### src/rtl/fetch_mem_responder_pkg.sv
// Shared constants for the instruction-fetch memory responder:
// FSM state encoding, boolean literals, data width and byte-lane indices.
package fetch_mem_responder_pkg;

   localparam logic TRUE  = 1'b1;
   localparam logic FALSE = 1'b0;

   localparam int DATA_WIDTH = 32;
   localparam int BYTE_WIDTH = 8;

   localparam logic [DATA_WIDTH-1:0] ZERO_DATA = '0;

   // Byte-lane index within the assembled word (lane 0 = bits 7:0).
   localparam logic [1:0] LANE_0 = 2'd0;
   localparam logic [1:0] LANE_1 = 2'd1;
   localparam logic [1:0] LANE_2 = 2'd2;
   localparam logic [1:0] LANE_3 = 2'd3;

   typedef enum logic {
      ST_IDLE = 1'b0,
      ST_READ = 1'b1
   } state_t;

endpackage

### src/rtl/fetch_mem_responder_fetch_word_buf.sv
// One-entry fetched-word buffer {valid, tag, word}.
// Only instantiated when FETCH_WORD_BUF_EN is defined.
// Invalidate beats both a hit and a same-edge load.
module fetch_word_buf
   import fetch_mem_responder_pkg::*;
#(
   parameter int ADDR_WIDTH = 32
) (
   input  logic                  clk,
   input  logic                  rst,
   input  logic                  i_rdy,
   input  logic                  i_invalidate,
   input  logic [ADDR_WIDTH-1:0] i_lookup_addr,
   input  logic                  i_load,
   input  logic [ADDR_WIDTH-1:0] i_load_tag,
   input  logic [DATA_WIDTH-1:0] i_load_word,
   output logic                  o_hit,
   output logic [DATA_WIDTH-1:0] o_word
);

   logic                  r_valid;
   logic [ADDR_WIDTH-1:0] r_tag;
   logic [DATA_WIDTH-1:0] r_word;

   // Entry update: invalidate clears, a completed RAM fetch refills.
   always_ff @(posedge clk or negedge rst) begin
      if (!rst) begin
         r_valid <= FALSE;
         r_tag   <= '0;
         r_word  <= ZERO_DATA;
      end else if (i_rdy) begin
         if (i_load) begin
            r_tag  <= i_load_tag;
            r_word <= i_load_word;
         end
         if (i_invalidate) begin
            r_valid <= FALSE;
         end else if (i_load) begin
            r_valid <= TRUE;
         end
      end
   end

   // Hit is suppressed by a coincident invalidate so the request becomes a miss.
   always_comb begin
      o_hit  = r_valid && !i_invalidate && (r_tag == i_lookup_addr);
      o_word = r_word;
   end

endmodule

### src/rtl/fetch_mem_responder.sv
// Memory-side responder for the instruction-fetch handshake. Reads four
// consecutive bytes from a byte-wide synchronous RAM starting at the
// requested byte address (wrapping modulo 2^ADDR_WIDTH) and returns them
// little-endian with a one-cycle out_rdy pulse. Read-only.
// Optional feature macro: FETCH_WORD_BUF_EN adds a one-entry word buffer
// that answers a repeated address in one cycle without touching RAM.
//
// state   | meaning
// --------+---------------------------------------------------------
// ST_IDLE | waiting for in_req; may be showing the previous out_rdy
// ST_READ | stepping mem_a through base..base+3, capturing one lane/edge
module fetch_mem_responder
   import fetch_mem_responder_pkg::*;
#(
   parameter int ADDR_WIDTH     = 32,
   parameter int RAM_ADDR_WIDTH = 32
) (
   input  logic                      clk,
   input  logic                      rst,
   input  logic                      rdy,
   input  logic                      in_req,
   input  logic [ADDR_WIDTH-1:0]     in_addr,
   input  logic                      in_invalidate,
   output logic                      out_rdy,
   output logic [DATA_WIDTH-1:0]     out_data,
   output logic                      out_busy,
   output logic [RAM_ADDR_WIDTH-1:0] mem_a,
   input  logic [BYTE_WIDTH-1:0]     mem_din,
   output logic                      mem_wr
);

   state_t                    r_state;
   logic [1:0]                r_cnt;
   logic [ADDR_WIDTH-1:0]     r_base;
   logic [23:0]               r_asm;
   logic                      r_out_rdy;
   logic [DATA_WIDTH-1:0]     r_out_data;
   logic                      r_out_busy;
   logic [RAM_ADDR_WIDTH-1:0] r_mem_a;

   state_t                    w_state_nx;
   logic [1:0]                w_cnt_nx;
   logic [ADDR_WIDTH-1:0]     w_base_nx;
   logic [23:0]               w_asm_nx;
   logic                      w_rdy_nx;
   logic [DATA_WIDTH-1:0]     w_data_nx;
   logic                      w_busy_nx;
   logic [RAM_ADDR_WIDTH-1:0] w_mem_a_nx;
   logic                      w_load;
   logic                      w_hit;
   logic [DATA_WIDTH-1:0]     w_buf_word;
   logic [ADDR_WIDTH-1:0]     w_next_addr;

   // Address of the byte after the one being captured; wraps naturally.
   assign w_next_addr = r_base + ADDR_WIDTH'(r_cnt) + ADDR_WIDTH'(1);

`ifdef FETCH_WORD_BUF_EN
   fetch_word_buf #(
      .ADDR_WIDTH (ADDR_WIDTH)
   ) u_word_buf (
      .clk           (clk),
      .rst           (rst),
      .i_rdy         (rdy),
      .i_invalidate  (in_invalidate),
      .i_lookup_addr (in_addr),
      .i_load        (w_load),
      .i_load_tag    (r_base),
      .i_load_word   (w_data_nx),
      .o_hit         (w_hit),
      .o_word        (w_buf_word)
   );
`else
   logic w_unused_buf;
   assign w_hit        = FALSE;
   assign w_buf_word   = ZERO_DATA;
   assign w_unused_buf = in_invalidate ^ w_load;
`endif

   // State and datapath register; everything holds while rdy is low.
   always_ff @(posedge clk or negedge rst) begin
      if (!rst) begin
         r_state    <= ST_IDLE;
         r_cnt      <= LANE_0;
         r_base     <= '0;
         r_asm      <= '0;
         r_out_rdy  <= FALSE;
         r_out_data <= ZERO_DATA;
         r_out_busy <= FALSE;
         r_mem_a    <= '0;
      end else if (rdy) begin
         r_state    <= w_state_nx;
         r_cnt      <= w_cnt_nx;
         r_base     <= w_base_nx;
         r_asm      <= w_asm_nx;
         r_out_rdy  <= w_rdy_nx;
         r_out_data <= w_data_nx;
         r_out_busy <= w_busy_nx;
         r_mem_a    <= w_mem_a_nx;
      end
   end

   // Next-state and output decode; out_rdy is a pulse so it defaults low.
   always_comb begin
      w_state_nx = r_state;
      w_cnt_nx   = r_cnt;
      w_base_nx  = r_base;
      w_asm_nx   = r_asm;
      w_mem_a_nx = r_mem_a;
      w_data_nx  = r_out_data;
      w_rdy_nx   = FALSE;
      w_busy_nx  = FALSE;
      w_load     = FALSE;
      case (r_state)
         ST_IDLE: begin
            if (in_req) begin
               w_busy_nx = TRUE;
               if (w_hit) begin
                  w_data_nx = w_buf_word;
                  w_rdy_nx  = TRUE;
               end else begin
                  w_state_nx = ST_READ;
                  w_base_nx  = in_addr;
                  w_mem_a_nx = in_addr[RAM_ADDR_WIDTH-1:0];
                  w_cnt_nx   = LANE_0;
               end
            end
         end
         ST_READ: begin
            w_busy_nx = TRUE;
            if (r_cnt == LANE_3) begin
               // Top lane comes straight from the RAM port, saving a cycle.
               w_data_nx  = {mem_din, r_asm};
               w_rdy_nx   = TRUE;
               w_load     = TRUE;
               w_state_nx = ST_IDLE;
            end else begin
               case (r_cnt)
                  LANE_0:  w_asm_nx[7:0]   = mem_din;
                  LANE_1:  w_asm_nx[15:8]  = mem_din;
                  LANE_2:  w_asm_nx[23:16] = mem_din;
                  default: ;
               endcase
               w_mem_a_nx = w_next_addr[RAM_ADDR_WIDTH-1:0];
               w_cnt_nx   = r_cnt + 2'd1;
            end
         end
         default: w_state_nx = ST_IDLE;
      endcase
   end

   assign out_rdy  = r_out_rdy;
   assign out_data = r_out_data;
   assign out_busy = r_out_busy;
   assign mem_a    = r_mem_a;
   assign mem_wr   = FALSE;

endmodule

### config.mk
export PLATFORM = sky130hd
export DESIGN_NAME = fetch_mem_responder
export DESIGN_NICKNAME = d
export VERILOG_FILES = /design/src/rtl/fetch_mem_responder_pkg.sv /design/src/rtl/fetch_mem_responder_fetch_word_buf.sv /design/src/rtl/fetch_mem_responder.sv
export SDC_FILE = /design/constraint.sdc
export NUM_CORES = 1
export LEC_CHECK = 0
export BUFFER_PORTS_ARGS = -buffer_cell sky130_fd_sc_hd__buf_2
export CORE_AREA = 4 4 112 114
export CTS_CLUSTER_SIZE = 20
export DETAILED_ROUTE_END_ITERATION = 7
export DIE_AREA = 0 0 116 118
export PLACE_DENSITY = 0.72
export SLEW_MARGIN = 20
export SYNTH_ARGS = -nofsm -noshare
export SYNTH_HDL_FRONTEND = slang
export SYNTH_SLANG_ARGS = --single-unit
### constraint.sdc
create_clock -name clk -period 3.1 [get_ports clk]
set_input_delay 0.31 -clock clk [delete_from_list [all_inputs] [get_ports clk]]
set_output_delay 0.31 -clock clk [all_outputs]
set_load 0.03 [all_outputs]
==> flow_metrics.py, run 1 <==
metrics = {
    "hold_path": {
        "worstHoldPathCells": 3,
        "hold_class": "primary input to flop",
    },
    "worst_setup_path": {
        "cp.required_ns": 3.42,
        "critPathKind": "flop to flop",
        "start_kind": "flop",
        "cp-end-kind": "flop",
        "cp.arrival_ns": 2.69,
        "critPathMaxFanout": 5,
        "r2r_cells": 9,
    },
    "timing": {
        "post-route-min-period_ns": 2.368,
        "tightestPinTransition_ns": 0.8373,
        "max_freq_ghz": 0.4223,
        "hold_viol_final": 0,
        "skew_ns": 0.01176,
        "fin_crit_sh": 0.7639,
        "layout_setup_ws_ns": 0.7320,
        "finalSetupViolations": 0,
        "tns_ns": 0,
        "slew_viol_final": 0,
        "max_slew_margin": 0.4381,
        "rsz0062_at_grt": "no",
    },
    "yosys": {
        "syn_inst": 524,
        "syn_area_sq_um": 5650,
        "yosys.cell_types.count": 52,
        "netlist_top_cells_area": "dfrtp_1 (55%), mux2_2 (11%), nand2_1 (8.2%)",
        "synth_area_leader_cell": "dfrtp_1",
        "synth-edff-count": 0,
        "synth_async_sr_flop_share": 1.000,
        "synth-main-ff-cell": "dfrtp_1",
        "yosysMostFrequentCell": "dfrtp_1",
        "ys.warnings.count": 0,
        "synth_top_cell_area_share": 0.5536,
        "synth_seq_cells": 125,
        "syn_avg_cell_area_sq_um": 10.78,
        "synth_fp_nets": 576,
        "synthTopCellsByCount": "dfrtp_1 (125), nand2_1 (124), mux2_2 (57)",
        "synth-seq-area-share": 0.5536,
    },
    "clocking": {
        "cts_max_path_buffers": 2,
        "cts-root-buf": "clkbuf_16",
        "numClockSinks": 125,
        "clk_latency_ns": 0.41,
        "cts_tree": "done",
        "cts_setup_buffers": 0,
        "postCtsHoldBufs": 1,
        "clkSlewWorstSetupHoldPaths_ns": 0.05,
        "htree_levels": 4,
        "cts_buffers": 17,
        "ctsResizeCount": 0,
    },
    "floorplanning": {
        "die_y_um": 118,
        "coreArea_sq_um": 11420,
        "die_w_um": 116,
        "row_count": 39,
        "num_io_pins": 112,
        "fp.dieArea_sq_um": 13690,
        "initial_core_util": 0.4948,
    },
    "flow_run": {
        "drv_cap": 0,
    },
    "cells_and_area": {
        "drive_gt1_frac": 0.3404,
        "antenna_cells": 0,
        "area_delta_synth_final_pct": 24.07,
        "fill_cells": 963,
        "final_nets": 697,
    },
    "place": {
        "gp_congestion": 0.8281,
        "place_hpwl_mm": 9.070,
        "port_buffers": 109,
        "place_ws_ns": 0.7789,
    },
    "global_routing": {
        "first_global_vias": 4345,
        "grt_usage": 0.2010,
        "antenna_found_initial": 0,
        "grt_pass1_wl_mm": 21.55,
        "overflow": 0,
        "grt_max_degree": 89,
    },
    "power_and_ir_drop": {
        "power_density_nw_per_um2": 1135,
        "p_seq_frac": 0.375,
        "peakVddDrop_mv": 0.5703,
        "p_switching_uw": 3086,
        "p_int_uw": 4868,
        "p_clk_frac": 0.249,
        "pwr-share-comb": 0.376,
        "netSwitchingFraction": 0.3880,
        "p_leak_uw": 0.003366,
    },
    "route": {
        "drtIter0Drc": 241,
        "drc_errors": 0,
        "viasPerCell": 5.363,
        "dr.pass1.iters": 7,
        "vias": 4296,
        "drt_wl_total_mm": 13.12,
        "final_antenna_net_count": 0,
        "wire_per_inst_um": 16.38,
    },
    "run_status": {
        "outcome": "finished, final reports clean",
    },
}
[per-layer routing]
layer	vias to the layer above	wire, um	track usage
met5	-	0	0
met3	16	642	0.05141
met4	0	189	0.07832
met2	114	6365	0.2996
li1	2069	-	-
met1	2097	5924	0.2807
[sequential cells by signal (all words and copies together) (netlist names)]
register	count
mem_a	32
out_data	32
r_base	32
r_asm	24
r_cnt	2
out_busy	1
out_rdy	1
r_state	1
[cell type report]
class	instances	area [sq um]	area share
clock buffers	26	519.2	0.07407
flip-flops and latches	125	3128	0.4462
clock inverters	6	80.08	0.01142
well taps	143	178.9	0.02552
inverters	11	41.29	0.005890
repair buffers	123	668.1	0.09531
multi-input cells	367	2395	0.3416
[final timing paths]
check | startpoint | to | slack [ns]
min in group asynchronous | rst | out_data[21] | 0.41
worst max register to register | r_cnt[0] | mem_a[20] | 0.73
worst max-delay path | r_cnt[0] | mem_a[20] | 0.73
max in group asynchronous | rst | mem_a[14] | 1.84
worst min register to register | mem_a[13] | mem_a[13] | 0.48
worst min-delay path | in_addr[16] | r_base[16] | 0.11
[power groups by stage]
| stage | combinational, uW | clock [uW] | sequential (uW) |
|---|---|---|---|
| 4_1_cts | 3030 | 2010 | 2990 |
| 3_3_place_gp | 2940 | 0 | 2950 |
| 3_5_place_dp | 3020 | 0 | 3000 |
| 2_1_floorplan | 1370 | 0 | 3700 |
| 5_1_grt | 3250 | 2100 | 3100 |
| 6_report | 2990 | 1980 | 2980 |
[cells by family (layout without fill, tap and decap cells)]
| logic type | count (synthesis) | count (layout) | synth area share |
|---|---|---|---|
| and+or+nand+nor | 187 | 187 | 0.1495 |
| DFF | 125 | 125 | 0.5536 |
| AOI/OAI and AO/OA | 86 | 86 | 0.09677 |
| muxes | 59 | 59 | 0.1171 |
| buffers and inverters | 32 | 166 | 0.02369 |
| xor gates and xnor gates | 27 | 27 | 0.04185 |
| adders and majority gates | 7 | 7 | 0.01683 |
| other | 1 | 1 | 0.0006637 |
[layout by cell type (no fill, tap or decap), types with 7 or more instances in the layout]
cell	synthesis	layout
a22oi_1	7	7
nand2_1	124	124
buf_2	0	108
buf_4	1	13
nor4_1	8	8
nand3_1	11	11
dfrtp_1	125	125
xnor2_1	11	11
clkbuf_16	0	17
xor2_1	16	16
inv_1	11	11
mux2_2	57	57
a21oi_1	11	11
o211ai_1	13	13
o21ai_0	29	29
nand4_1	7	7
nor2_1	15	14
[metrics by stage]
stage | hold slack (ns) | area, sq um | instances | utilization | total power (uW)
2_1_floorplan | 0.01441 | 5650 | 524 | - | 5069
4_1_cts | 0.08810 | 7010 | 801 | 0.6140 | 8032
3_3_place_gp | 0.3018 | 6401 | 768 | 0.5606 | 5888
3_5_place_dp | 0.3077 | 6401 | 768 | 0.5606 | 6021
6_report | 0.1076 | 7010 | 801 | 0.6140 | 7954
5_1_grt | 0.1045 | 7010 | 801 | 0.6140 | 8444
[worst max-delay path, stage by stage (launching register included)]
cell and delay (ns):
dfrtp_1 0.39, inv_1 0.12, ha_1 0.24, fa_1 0.47, nand2b_1 0.22, nor4_1 0.22
buf_4 0.20, nand4_1 0.11, xor2_1 0.17, o211ai_1 0.15
Note: power is estimated with default switching activity, not from simulation.
==> run 2, diff against run 1 <==
Clock period 3.1 ns to 2.3 ns, I/O delays scaled along.
==> flow_metrics.py, run 2 (same netlist as run 1, synthesis figures left out) <==
metrics = {
    "route": {
        "drtIter0Drc": 288,
        "viasPerCell": 5.422,
        "drt_wl_total_mm": 13.65,
        "drc_errors": 0,
        "dr.pass1.iters": 4,
        "final_antenna_net_count": 0,
        "vias": 4381,
        "wire_per_inst_um": 16.89,
    },
    "worst_setup_path": {
        "critPathKind": "flop to flop",
        "worstPathCellList": "inv_1 > ha_1 > fa_1 > nand2b_4 > nor3_2 > buf_4 > nand3_1 > xor2_1 > o211ai_1",
        "cp.required_ns": 2.63,
        "slowest_stage": "fa_1",
        "cp-end-kind": "flop",
        "critPathMaxFanout": 6,
        "start_kind": "flop",
        "cp.arrival_ns": 2.47,
        "max_stage_delay_ns": 0.39,
    },
    "flow_run": {
        "drv_cap": 0,
    },
    "clocking": {
        "clkSlewWorstSetupHoldPaths_ns": 0.05,
        "htree_levels": 4,
        "cts_buffers": 17,
        "cts-root-buf": "clkbuf_16",
        "cts_tree": "done",
        "cts_max_path_buffers": 2,
        "clk_latency_ns": 0.42,
        "numClockSinks": 125,
    },
    "cells_and_area": {
        "antenna_cells": 0,
        "fin_util": 0.6283,
        "drive_gt1_frac": 0.3549,
        "layout_common_cells": "dfrtp_1 (125), nand2_1 (124), buf_2 (108)",
        "final_area_sq_um": 7174,
        "fill_cells": 944,
        "layoutNonFillerInstCount": 808,
        "final_nets": 705,
        "area_delta_synth_final_pct": 26.97,
        "final_common_cell": "dfrtp_1",
    },
    "power_and_ir_drop": {
        "p_leak_uw": 0.003441,
        "peakVddDrop_mv": 0.9082,
        "power_density_nw_per_um2": 1571,
    },
    "timing": {
        "fin_crit_sh": 0.9307,
        "max_freq_ghz": 0.4671,
        "tns_ns": 0,
        "tightestPinTransition_ns": 0.8800,
        "post-route-min-period_ns": 2.141,
        "rsz0062_at_grt": "no",
        "finalSetupViolations": 0,
        "slew_viol_final": 0,
        "hold_viol_final": 0,
        "max_slew_margin": 0.4132,
        "skew_ns": 0.007100,
    },
    "global_routing": {
        "grt_usage": 0.2103,
        "first_global_vias": 4579,
        "antenna_found_initial": 0,
        "grt_pass1_wl_mm": 22.52,
        "overflow": 0,
        "grt_max_degree": 51,
    },
    "run_status": {
        "outcome": "finished, final reports clean",
    },
    "place": {
        "place_hpwl_mm": 9.422,
        "gp_congestion": 0.8529,
        "dpl_cell_area_sq_um": 6454,
        "port_buffers": 109,
        "placedCellCount": 775,
    },
    "floorplanning": {
        "num_io_pins": 112,
        "fp.dieArea_sq_um": 13690,
        "initial_core_util": 0.4948,
        "row_count": 39,
        "coreArea_sq_um": 11420,
        "die_y_um": 118,
        "die_w_um": 116,
    },
    "hold_path": {
        "hold_class": "primary input to flop",
    },
}
-- run 2: cell count changes in the layout (fill, tap and decap cells not counted), sizes merged --
cell / change
buf: +8
bufinv: +5
clkbuf: -7
clkinvlp: +1
-- run 2: layout make-up --
| class | instances | area, sq um | share of cell area |
|---|---|---|---|
| repair buffers | 131 | 728.2 | 0.1015 |
| clock buffers | 19 | 442.9 | 0.06174 |
| clock inverters | 12 | 241.5 | 0.03366 |
| well taps | 143 | 178.9 | 0.02494 |
| inverters | 11 | 41.29 | 0.005755 |
| flip-flops and latches | 125 | 3128 | 0.4360 |
| multi-input cells | 367 | 2414 | 0.3364 |
-- run 2: final timing paths --
path                                  from           end  slack, ns  cells after the start
worst max-delay path              r_cnt[0]     mem_a[30]       0.16                      9
worst min-delay path            in_addr[9]     r_base[9]       0.03                      3
worst max register to register    r_cnt[0]     mem_a[30]       0.16                      9
worst min register to register    mem_a[6]      mem_a[6]       0.48                      1
max in group asynchronous              rst  out_data[12]       1.21                      3
min in group asynchronous              rst  out_data[21]       0.34                      2
-- run 2: report_power, final --
group	switching [uW]	internal, uW	leakage (uW)	total, uW
clock network	942	2160	0.000333	3100
registers	774	3260	0.00155	4040
logic	2550	1590	0.00156	4130
total	4260	7010	0.00344	11300
-- run 2: what timing repair did --
item / CTS / global route
hold endpoints to repair: 41 / 0
setup buffers: 0 / 1
endpoints found under the setup margin: 0 / 8
hold buffers: 1 / 0
resized for setup: 0 / 4
-- run 2: critical path, delay by kind of cell, from the launching register on --
family                     cells  cell delay, ns
and+or+nand+nor                3            0.42
DFF                            1            0.37
adders and majority gates      2            0.63
buffers and inverters          2            0.28
AOI/OAI and AO/OA              1            0.18
xor gates and xnor gates       1            0.16
-- run 2: layer usage --
metal	up-vias	share of wire	GRT usage
li1	2077	-	-
met1	2150	0.42	0.2695
met2	134	0.50	0.3349
met3	20	0.057	0.04936
met4	0	0.021	0.09717
met5	-	0	0
-- run 2: metrics by stage --
stage / hold WS, ns / total power [uW] / worst slack, ns
3_3_place_gp: 0.2581 / 7977 / 0.1392
4_1_cts: 0.01427 / 11340 / 0.04309
3_5_place_dp: 0.2710 / 8177 / 0.08495
6_report: 0.02512 / 11270 / 0.1593
2_1_floorplan: -0.06559 / 6832 / 0.06113
5_1_grt: 0.02331 / 11950 / 0.03481
